==> src/rtl/lopd_norm_pipe.sv <==
// lopd_norm_pipe: pipelined leading-one detector/normaliser; define LOPD_OUT_REG_EN for an extra output register stage
module lopd_norm_pipe #(
  parameter int WIDTH = 28,
  parameter int TAG_W = 8,
  localparam int POS_W = $clog2(WIDTH)
) (
  input  logic             i_clk,
  input  logic             i_rst_n,
  input  logic             i_valid,
  output logic             o_ready,
  input  logic [WIDTH-1:0] i_data,
  input  logic [TAG_W-1:0] i_tag,
  output logic             o_valid,
  input  logic             i_ready,
  output logic [POS_W-1:0] o_pos_one,
  output logic [POS_W-1:0] o_shift,
  output logic [WIDTH-1:0] o_norm_data,
  output logic             o_zero_flag,
  output logic [TAG_W-1:0] o_tag
);
  localparam int NG = WIDTH / 4;
  logic v1, v2, adv1, adv2, pop2, z_c, z2;
  logic [WIDTH-1:0] d1, nd_c, nd2;
  logic [TAG_W-1:0] t1, t2;
  logic [NG-1:0][1:0] lp_in, lp1;
  logic [NG-1:0] gz_in, gz1;
  logic [POS_W-1:0] pos_c, sh_c, pos2, sh2;
  always_comb begin
    lp_in = '0;
    gz_in = '0;
    for (int g = 0; g < NG; g++) begin
      lp_in[g] = {i_data[4*g+3] | i_data[4*g+2], i_data[4*g+3] | (~i_data[4*g+2] & i_data[4*g+1])};
      gz_in[g] = ~|i_data[4*g +: 4];
    end
  end
  always_comb begin
    pos_c = '0;
    for (int g = 0; g < NG; g++)
      if (!gz1[g]) pos_c = POS_W'(4 * g) + POS_W'(lp1[g]);
    z_c = &gz1;
    sh_c = z_c ? '0 : POS_W'(WIDTH - 1) - pos_c;
    nd_c = d1 << sh_c;
  end
`ifdef LOPD_OUT_REG_EN
  logic v3, z3;
  logic [POS_W-1:0] pos3, sh3;
  logic [WIDTH-1:0] nd3;
  logic [TAG_W-1:0] t3;
  assign pop2 = v2 && (!v3 || i_ready);
  always_ff @(posedge i_clk or negedge i_rst_n)
    if (!i_rst_n) begin
      v3 <= 1'b0;
      pos3 <= '0;
      sh3 <= '0;
      nd3 <= '0;
      z3 <= 1'b0;
      t3 <= '0;
    end else begin
      v3 <= pop2 | (v3 & ~i_ready);
      if (pop2) begin
        pos3 <= pos2;
        sh3 <= sh2;
        nd3 <= nd2;
        z3 <= z2;
        t3 <= t2;
      end
    end
  assign o_valid = v3;
  assign o_pos_one = pos3;
  assign o_shift = sh3;
  assign o_norm_data = nd3;
  assign o_zero_flag = z3;
  assign o_tag = t3;
`else
  assign pop2 = i_ready;
  assign o_valid = v2;
  assign o_pos_one = pos2;
  assign o_shift = sh2;
  assign o_norm_data = nd2;
  assign o_zero_flag = z2;
  assign o_tag = t2;
`endif
  assign adv2 = v1 && (!v2 || pop2);
  assign o_ready = !v1 || adv2;
  assign adv1 = i_valid && o_ready;
  always_ff @(posedge i_clk or negedge i_rst_n)
    if (!i_rst_n) begin
      v1 <= 1'b0;
      d1 <= '0;
      t1 <= '0;
      lp1 <= '0;
      gz1 <= '0;
    end else begin
      v1 <= adv1 | (v1 & ~adv2);
      if (adv1) begin
        d1 <= i_data;
        t1 <= i_tag;
        lp1 <= lp_in;
        gz1 <= gz_in;
      end
    end
  always_ff @(posedge i_clk or negedge i_rst_n)
    if (!i_rst_n) begin
      v2 <= 1'b0;
      pos2 <= '0;
      sh2 <= '0;
      nd2 <= '0;
      z2 <= 1'b0;
      t2 <= '0;
    end else begin
      v2 <= adv2 | (v2 & ~pop2);
      if (adv2) begin
        pos2 <= pos_c;
        sh2 <= sh_c;
        nd2 <= nd_c;
        z2 <= z_c;
        t2 <= t1;
      end
    end
endmodule

==> config.mk <==
export PLATFORM = sky130hd
export DESIGN_NAME = lopd_norm_pipe
export DESIGN_NICKNAME = d
export VERILOG_FILES = /design/src/rtl/lopd_norm_pipe.sv
export SDC_FILE = /design/constraint.sdc
export NUM_CORES = 1
export LEC_CHECK = 0
export BUFFER_PORTS_ARGS = -buffer_cell sky130_fd_sc_hd__buf_2
export CORE_MARGIN = 4
export CORE_UTILIZATION = 57
export CTS_CLUSTER_SIZE = 16
export DETAILED_ROUTE_END_ITERATION = 10
export GPL_TIMING_DRIVEN = 0
export PLACE_DENSITY = 0.84
export SETUP_SLACK_MARGIN = 0.2
export SYNTH_ARGS = -nofsm -noshare
export SYNTH_HDL_FRONTEND = slang
export SYNTH_SLANG_ARGS = --single-unit
==> constraint.sdc <==
create_clock -name i_clk -period 3.62 [get_ports i_clk]
set_input_delay 0.362 -clock i_clk [delete_from_list [all_inputs] [get_ports i_clk]]
set_output_delay 0.362 -clock i_clk [all_outputs]
set_load 0.02 [all_outputs]
---- Yosys cells after proc, flatten, opt, wreduce, memory -nomap -nowiden ----
Cells that the tools add are included.
word-level totals
  bits in registers ....................... 106
  bits in latches ......................... 0
  bits in writable memories ............... 0
  ROM bits ................................ 0
  input bits .............................. 40
  output and inout bits ................... 49
  logic and storage cells ................. 88
  memories ................................ 0
operators by class
  add/sub/neg operators ................... 7
  multiply operators ...................... 0
  divide/modulo/power cells ............... 0
  magnitude comparators ................... 0
  equality and inequality tests ........... 0
  shifts and indexed selects .............. 1
  multiplexer cells ....................... 8
  bitwise operators ....................... 34
  reduce and logical (&&, ||, !) cells .... 21
operator list
  operator                                     number
  two-way mux 5 bit                            7
  OR reduction 4 bit                           7
  << shifter 28 x 5 -> 28 bit                  1
  OR 1 bit                                     16
  adder 4 x 2 -> 5 bit (first input constant)  2
  adder 5 x 2 -> 5 bit (first input constant)  2
  bitwise AND 1 bit                            9
  logical NOT 1 bit                            9
  inverter 1 bit                               9
  AND reduction 7 bit                          1
  adder 4 x 3 -> 5 bit (first input constant)  1
  subtractor 5 bit (first input constant)      1
  adder 3 x 2 -> 4 bit (first input constant)  1
  logical AND 1 bit                            2
  logical OR 1 bit                             2
  two-way mux 2 bit                            1

---- Depth between registers and ports, before layout ----
Gate-level depths: netlist of run 1.
  depth in word-level cells ............... 10
  mapped depth ............................ 14
  gate-level depth less buffers ........... 12

---- Least setup slack after synthesis of run 1 ----
OpenSTA, ideal clock, no wires.
  path type ............................... register -> register
  from .................................... register gz1[6]
  to ...................................... register nd2[24] (netlist: o_norm_data[24])
  setup time .............................. 0.064 ns
  arrival time ............................ 3.091 ns
  required time ........................... 3.556 ns
  path slack .............................. 0.465 ns
  stages on the path, launching flop included .. 15
  path buffers ............................ 2
  period minus slack after synthesis ...... 3.155 ns
  cell sequence ........................... dfrtp_1 buf_2 inv_1 nor2_1 a31oi_1 clkinv_1 clkbuf_1 ha_1 and2_1 nor3_2 nand2_1 or3_1 o22ai_1 a221o_1 a211o_1
on the way
  word-level cells in the longest chain between the ends .. 4
  elaborated cells on any way between the ends .. 5
  classes of those cells .................. add/sub (1); shift (1); mux (2); reduce/logical (1)
RTL lines
  what                         RTL line  text
  from (decl)                  26        logic [NG-1:0] gz_in, gz1;
  from (signal assigned)       99        gz1 <= gz_in;
  two-way mux 5 bit            39        if (!gz1[g]) pos_c = POS_W'(4 * g) + POS_W'(lp1[g]);
  via pos_c[2]                 27        logic [POS_W-1:0] pos_c, sh_c, pos2, sh2;
  subtractor 5 bit             41        sh_c = z_c ? '0 : POS_W'(WIDTH - 1) - pos_c;
  two-way mux 5 bit            41
  << shifter 28 x 5 -> 28 bit  42        nd_c = d1 << sh_c;
  to (signal assigned)         115       nd2 <= nd_c;
  to (decl)                    23        logic [WIDTH-1:0] d1, nd_c, nd2;
The timed path passes the listed nets, and every way through them passes these cells.
A chain may end at the register's enable or synchronous reset.

---- Worst setup path in the final report of run 1 ----
  from .................................... register gz1[2]
  to ...................................... register nd2[24] (netlist: o_norm_data[24])
on the way
  word-level cells in the longest chain between the ends .. 8
  elaborated cells on any way between the ends .. 9
  classes of those cells .................. add/sub (1); shift (1); mux (6); reduce/logical (1)
RTL lines
  what                            RTL line
  two-way mux 5 bit (5 in a row)  39
  via pos_c[2]                    27
  subtractor 5 bit                41
  two-way mux 5 bit               41
  << shifter 28 x 5 -> 28 bit     42
The timed path passes the listed nets, and every way through them passes these cells.

==> run metrics, run 1 <==
Final Max Tran Viols=0; CP endpoint kind=flip-flop; Setup WS post-layout=just over 0.3 ns; clock root buffer=clkbuf_8; Post-Route WL=16210 µm; synthesized cell area=approximately 5700 µm²; Placed Cells=between 800 and 900; R2R Path End=o_norm_data[24]; Synth Area per Inst=~9.7 µm²; min-delay src=i_valid; status=finished, final reports clean; Final Skew=approximately 0.011 ns; cell taking the most area after synthesis=dfrtp_1; asr flop ratio synth=1.000; # DRC=0; fin crit share=0.9144; Hold Path Class=in2reg; Primary FF master, synth=dfrtp_1; DR vias=a little over 5000; Initial Util=0.5831; area of the core=between 9000 and 10000 µm²; worst-margin pin slew=approximately 0.75 ns; final cell count without fillers=~830; Fin. Hold Viols=0; Iter 0 DRT Violations=323; instance count of the mapped netlist=584; Routed Antenna Nets=0; Yosys reg bits=about 110; share of Yosys cell area claimed by the top area cell type=0.4676; most common cell after layout, fill and taps aside=dfrtp_1; Area contributors post-synth=dfrtp_1 47%, mux2i_1 8.5%, nand2_1 6.4%, mux2_2 6.2%, o21ai_0 4.9%; Layout Nets=730; GRT Total Usage=0.2926; multi-input logic area=approximately 2900 µm²; Die Height=107.8 µm; crit-path max FO=10; Reg2Reg Launch Point=gz1[2]; area delta synth->final=16.06%; Via density=between 6 and 7; pre-CTS worst setup slack=-0.8738 ns; Worst Hold Path Cells=2; Worst EP required=3.93 ns; RePlAce Congestion=around 0.96; register area=2653 µm²; Pleak=3.082 nW; worst reg2reg setup slack=0.31 ns; WS Path Type=reg2reg; Max Buffers Root-to-Sink=2; clk slew on worst S/H paths=0.10 ns; FF-to-FF path depth=13; crit path DAT=3.62 ns; Port Buffer Count=between 80 and 90; I/O pin cnt=just under 90; initial antenna violation count=0; share of layout cells above drive strength 1=0.2435; first-pass GRT wire length=26300 µm; Rows=36; Worst slew margin=0.4926; syn_nets=roughly 630; DR pass1 iterations=5; commonest cells after routing, fill and taps aside=106 x dfrtp_1, 95 x buf_2, 95 x nand2_1; final setup fails=0; Num Clock Sinks=106; Netlist cell types=60; maximum clock rate=302.1 MHz; Routed wire per std cell=about 20 µm; Filler Cells Inserted=814; PwrDens=about 550 nW/µm²; Max-cap violations=0; crit path time final=around 3.3 ns; Seq/Total Area, Yosys=0.4676; CTS buffer count=9; # H-tree levels=3; RSZ-0062 raised after global routing=yes; grt total ovfl=0; ant diodes=0; die outline width=107.8 µm; Detailed Place HPWL=12740 µm; yosys warns=0; worst hold path endpoint=v1; die area=between 10000 and 15000 µm²; pin count of the biggest net entering global routing=72; Clk Latency, worst-skew pair=0.37 ns; Startpoint Class=flip-flop; number of global-route vias before repair=between 5000 and 6000; CTS tree=yes; maximum vdd ir drop=roughly 0.27 mV; Post-synth EDFFs=0
[metal layers]
layer  global-route usage  vias to the layer above  part of all wire
met4               0.1425                        0             0.037
met1               0.3939                     2421              0.42
met5                    0                        -                 0
met3              0.04019                       44             0.073
met2               0.4663                      252              0.47
li1                     -                     2320                 -
[critical path: stages, from the launching register on]
cell      delay (ns)
dfrtp_1         0.45
inv_1           0.11
o21ai_0         0.13
a31oi_4         0.30
clkinv_2        0.20
buf_2           0.26
ha_1            0.24
and2_1          0.19
nor3_4          0.28
nand2_1         0.29
or3_1           0.41
o22ai_1         0.18
a221o_1         0.14
a211o_1         0.09
[power by group]
| part | switching, mW | total [mW] | internal, mW |
|---|---|---|---|
| sequential | 0.151 | 1.56 | 1.41 |
| combinational | 0.842 | 1.34 | 0.500 |
| clock | 0.403 | 0.691 | 0.288 |
| total | 1.40 | 3.59 | 2.20 |
[area by class of cell]
class,instances,share of cell area
sequential,106,0.4029
clock buffer,12,0.02357
buffer,31,0.02395
multi-input combinational,431,0.4335
inverter,16,0.009312
clock inverter,4,0.003991
timing repair buffer,94,0.07754
tap,133,0.02528
[what timing repair did]
| action | CTS | global route |
|---|---|---|
| gates cloned | 0 | 0 |
| endpoints found under the setup margin | 29 | 22 |
| endpoints found under the hold margin | 35 | 0 |
| buffers inserted | 2 | 2 |
| pin swaps | 1 | 1 |
| hold buffers | 1 | 0 |
| resized for setup | 13 | 5 |
[Yosys cell counts (3+ instances only)]
master,count
mux2_2,31
a211oi_1,5
a22o_1,8
nor2b_1,3
nand2b_1,7
a221oi_1,4
buf_2,6
nand3_1,17
o22ai_1,4
a22oi_1,15
nand2_1,96
o211ai_1,9
and2_1,9
nand4_1,6
clkbuf_1,21
o221ai_1,4
a2bb2oi_1,3
nor2_1,40
a31oi_1,6
o21ai_0,55
o21ai_1,5
a32oi_1,3
inv_1,15
a21oi_1,17
dfrtp_1,106
mux2i_1,48
a221o_1,3
[registers in the layout (all words and copies together) (netlist names)]
name,cells
d1,28
gz1,7
lp1,14
o_norm_data,28
o_pos_one,5
o_shift,5
o_tag,8
o_valid,1
o_zero_flag,1
t1,8
v1,1
[how the worst max path moves through the flow]
| stage | startpoint | endpoint | slack (ns) | depth (start not counted) |
|---|---|---|---|---|
| 2_1_floorplan | gz1[6] | o_norm_data[24] | 0.46 | 14 |
| 3_3_place_gp | gz1[6] | o_norm_data[21] | -0.92 | 13 |
| 3_5_place_dp | gz1[6] | o_norm_data[21] | -0.87 | 13 |
| 4_1_cts | gz1[2] | o_norm_data[25] | 0.19 | 12 |
| 5_1_grt | gz1[2] | o_norm_data[25] | 0.15 | 12 |
| 6_report | gz1[2] | o_norm_data[24] | 0.31 | 13 |
[per-stage QoR]
step           utilization  total power, mW  area [µm²]  TNS, ns  hold WS (ns)
2_1_floorplan            -            2.423        5673        0       0.06641
3_3_place_gp        0.6454            2.854        6280   -16.23        0.4430
3_5_place_dp        0.6485            2.893        6310   -15.42        0.3578
4_1_cts             0.6740            3.579        6558        0        0.1817
5_1_grt             0.6767            3.777        6584        0        0.1927
6_report            0.6767            3.594        6584        0        0.1893
[cells by family (layout without fill, tap and decap cells)]
family	count (synthesis)	count (layout)	share of synthesized area
AOI/OAI and AO/OA	155	155	0.1837
adders and majority gates	1	1	0.002205
buffers and inverters	47	157	0.03793
DFF	106	106	0.4676
muxes	80	80	0.1502
and+or+nand+nor	195	195	0.1584
Note: power is estimated with default switching activity, not from simulation.
==> run 2, diff against run 1 <==
--- a/config.mk
+++ b/config.mk
@@ -10,7 +10,6 @@
 export CORE_UTILIZATION = 57
 export CTS_CLUSTER_SIZE = 16
 export DETAILED_ROUTE_END_ITERATION = 10
-export GPL_TIMING_DRIVEN = 0
 export PLACE_DENSITY = 0.84
 export SETUP_SLACK_MARGIN = 0.2
 export SYNTH_ARGS = -nofsm -noshare
==> run 2 against run 1 <==
Net effect:
- sequential cell count did not move
- power increased by 4.6%
- routed wire length decreased by 3.5%
- sequential power about the same
- register-to-register slack improved by 0.08 ns
- final cell count shrank 3.1%
- fmax up 2.5%
- critical path depth is 5 lower
- critical endpoint is now o_norm_data[10]
==> run metrics, run 2 (synthesis gave the netlist of run 1 again) <==
Num Clock Sinks=roughly 110; worst-margin pin slew=1.059 ns; area delta synth->final=14.09%; cell family contributing the most delay on the critical path=compound AO/OA/AOI/OAI gates; Rows=36; Startpoint Class=flip-flop; WP buf/inv=0; I/O pin cnt=around 90; multi-input logic area=between 2000 and 3000 µm²; pin count of the biggest net entering global routing=86; # H-tree levels=3; setup bufs post-CTS=0; clk slew on worst S/H paths=0.10 ns; RSZ-0062 raised after global routing=no; register area=about 2700 µm²; Resized cells post-CTS=0; Initial Util=0.5831; CP Cell Sequence=and4b_1 -> a2111oi_4 -> a2bb2oi_2 -> nor2_8 -> mux2i_1 -> mux2i_1 -> a31oi_1 -> a21oi_1; PwrDens=around 580 nW/µm²; CP endpoint kind=flip-flop; Routed wire per std cell=around 20 µm; die outline width=approximately 110 µm; grt total ovfl=0; Final Max Tran Viols=0; Final Skew=between 0.01 and 0.015 ns; Iter 0 DRT Violations=~410; Post-Route WL=between 15000 and 20000 µm; Worst slew margin=0.2942; hold buffer count at CTS=0; GRT Total Usage=0.2783; crit-path max FO=23; Pleak=a little over 3 nW; final setup fails=0; Max Buffers Root-to-Sink=2; Crit path largest cell delay=0.51 ns; Worst EP required=just under 4 ns; area of the core=around 9700 µm²; worst hold slack=between 0.15 and 0.2 ns; Port Buffer Count=88; share of layout cells above drive strength 1=0.2395; fin crit share=0.8917; Max-cap violations=0; CTS tree=yes; die area=between 10000 and 15000 µm²; Via density=about 6.2; Slowest-stage cell, CP=mux2i_1; ant diodes=0; Fin. Hold Viols=0; Hold Path Class=in2async; crit path time final=3.228 ns; Pwr Total=between 3 and 4 mW; crit path DAT=about 3.5 ns; CTS buffer count=9; most common cell after layout, fill and taps aside=dfrtp_1; # DRC=0; Layout Nets=around 700; commonest cells after routing, fill and taps aside=106 x dfrtp_1, 94 x nand2_1, 87 x buf_2; initial antenna violation count=0; number of global-route vias before repair=approximately 4900; maximum vdd ir drop=~0.31 mV; status=finished, final reports clean; clock root buffer=clkbuf_8; Routed Antenna Nets=0; RePlAce Congestion=0.9790; most frequent CP cell=mux2i_1; DR pass1 iterations=7; DR vias=around 5000; Filler Cells Inserted=just under 800; Die Height=about 110 µm; maximum clock rate=roughly 310 MHz; first-pass GRT wire length=about 25000 µm; WS Path Type=reg2reg; Clk Latency, worst-skew pair=0.38 ns; Detailed Place HPWL=roughly 12000 µm; TNS Setup=0 ns
-- run 2: layer usage --
layer,track usage,wire [µm],part of all wire
met5,0,0,0
met4,0.1109,371,0.024
met3,0.04799,1072,0.068
met2,0.4445,7560,0.48
met1,0.3783,6647,0.42
-- run 2: path summary, 6_finish.rpt --
kind                           startpoint         endpoint  slack (ns)  cells after the start
max                                gz1[3]  o_norm_data[10]        0.39                      8
min                               i_rst_n               v1        0.15                      1
max reg2reg                        gz1[3]  o_norm_data[10]        0.39                      8
min reg2reg                o_norm_data[5]   o_norm_data[5]        0.48                      2
max in group asynchronous         i_rst_n  o_norm_data[19]        2.70                      2
min in group i_clk                i_valid               v1        0.19                      2
-- run 2: power by group --
part / internal (mW) / switching, mW / leakage (nW) / total [mW]
clock: 0.479 / 0.414 / 0.123 / 0.893
sequential: 1.41 / 0.162 / 1.29 / 1.57
combinational: 0.477 / 0.817 / 1.63 / 1.29
-- run 2: cell type report --
class,count,area share
Clock buffer,10,0.02126
Multi-Input combinational cell,431,0.4355
Timing Repair Buffer,99,0.08119
Sequential cell,106,0.4098
Tap cell,133,0.02571
Inverter,16,0.009279
Clock inverter,6,0.01720
-- run 2: worst register-to-register path, delay by kind of cell (launching register included) --
| kind | cells | cell delay, ns |
|---|---|---|
| AO/OA/AOI/OAI | 4 | 1.14 |
| flip-flops | 1 | 0.47 |
| multiplexers | 2 | 0.79 |
| AND/OR/NAND/NOR | 2 | 0.70 |
-- run 2: through the flow --
| step | utilization | worst slack [ns] | instance area [µm²] | instances |
|---|---|---|---|---|
| 2_1_floorplan | - | 0.4646 | 5673 | 584 |
| 3_3_place_gp | 0.6394 | 0.5360 | 6221 | 785 |
| 3_5_place_dp | 0.6394 | 0.4872 | 6221 | 785 |
| 4_1_cts | 0.6650 | 0.4510 | 6470 | 801 |
| 5_1_grt | 0.6653 | 0.2083 | 6472 | 801 |
| 6_report | 0.6653 | 0.3921 | 6472 | 801 |
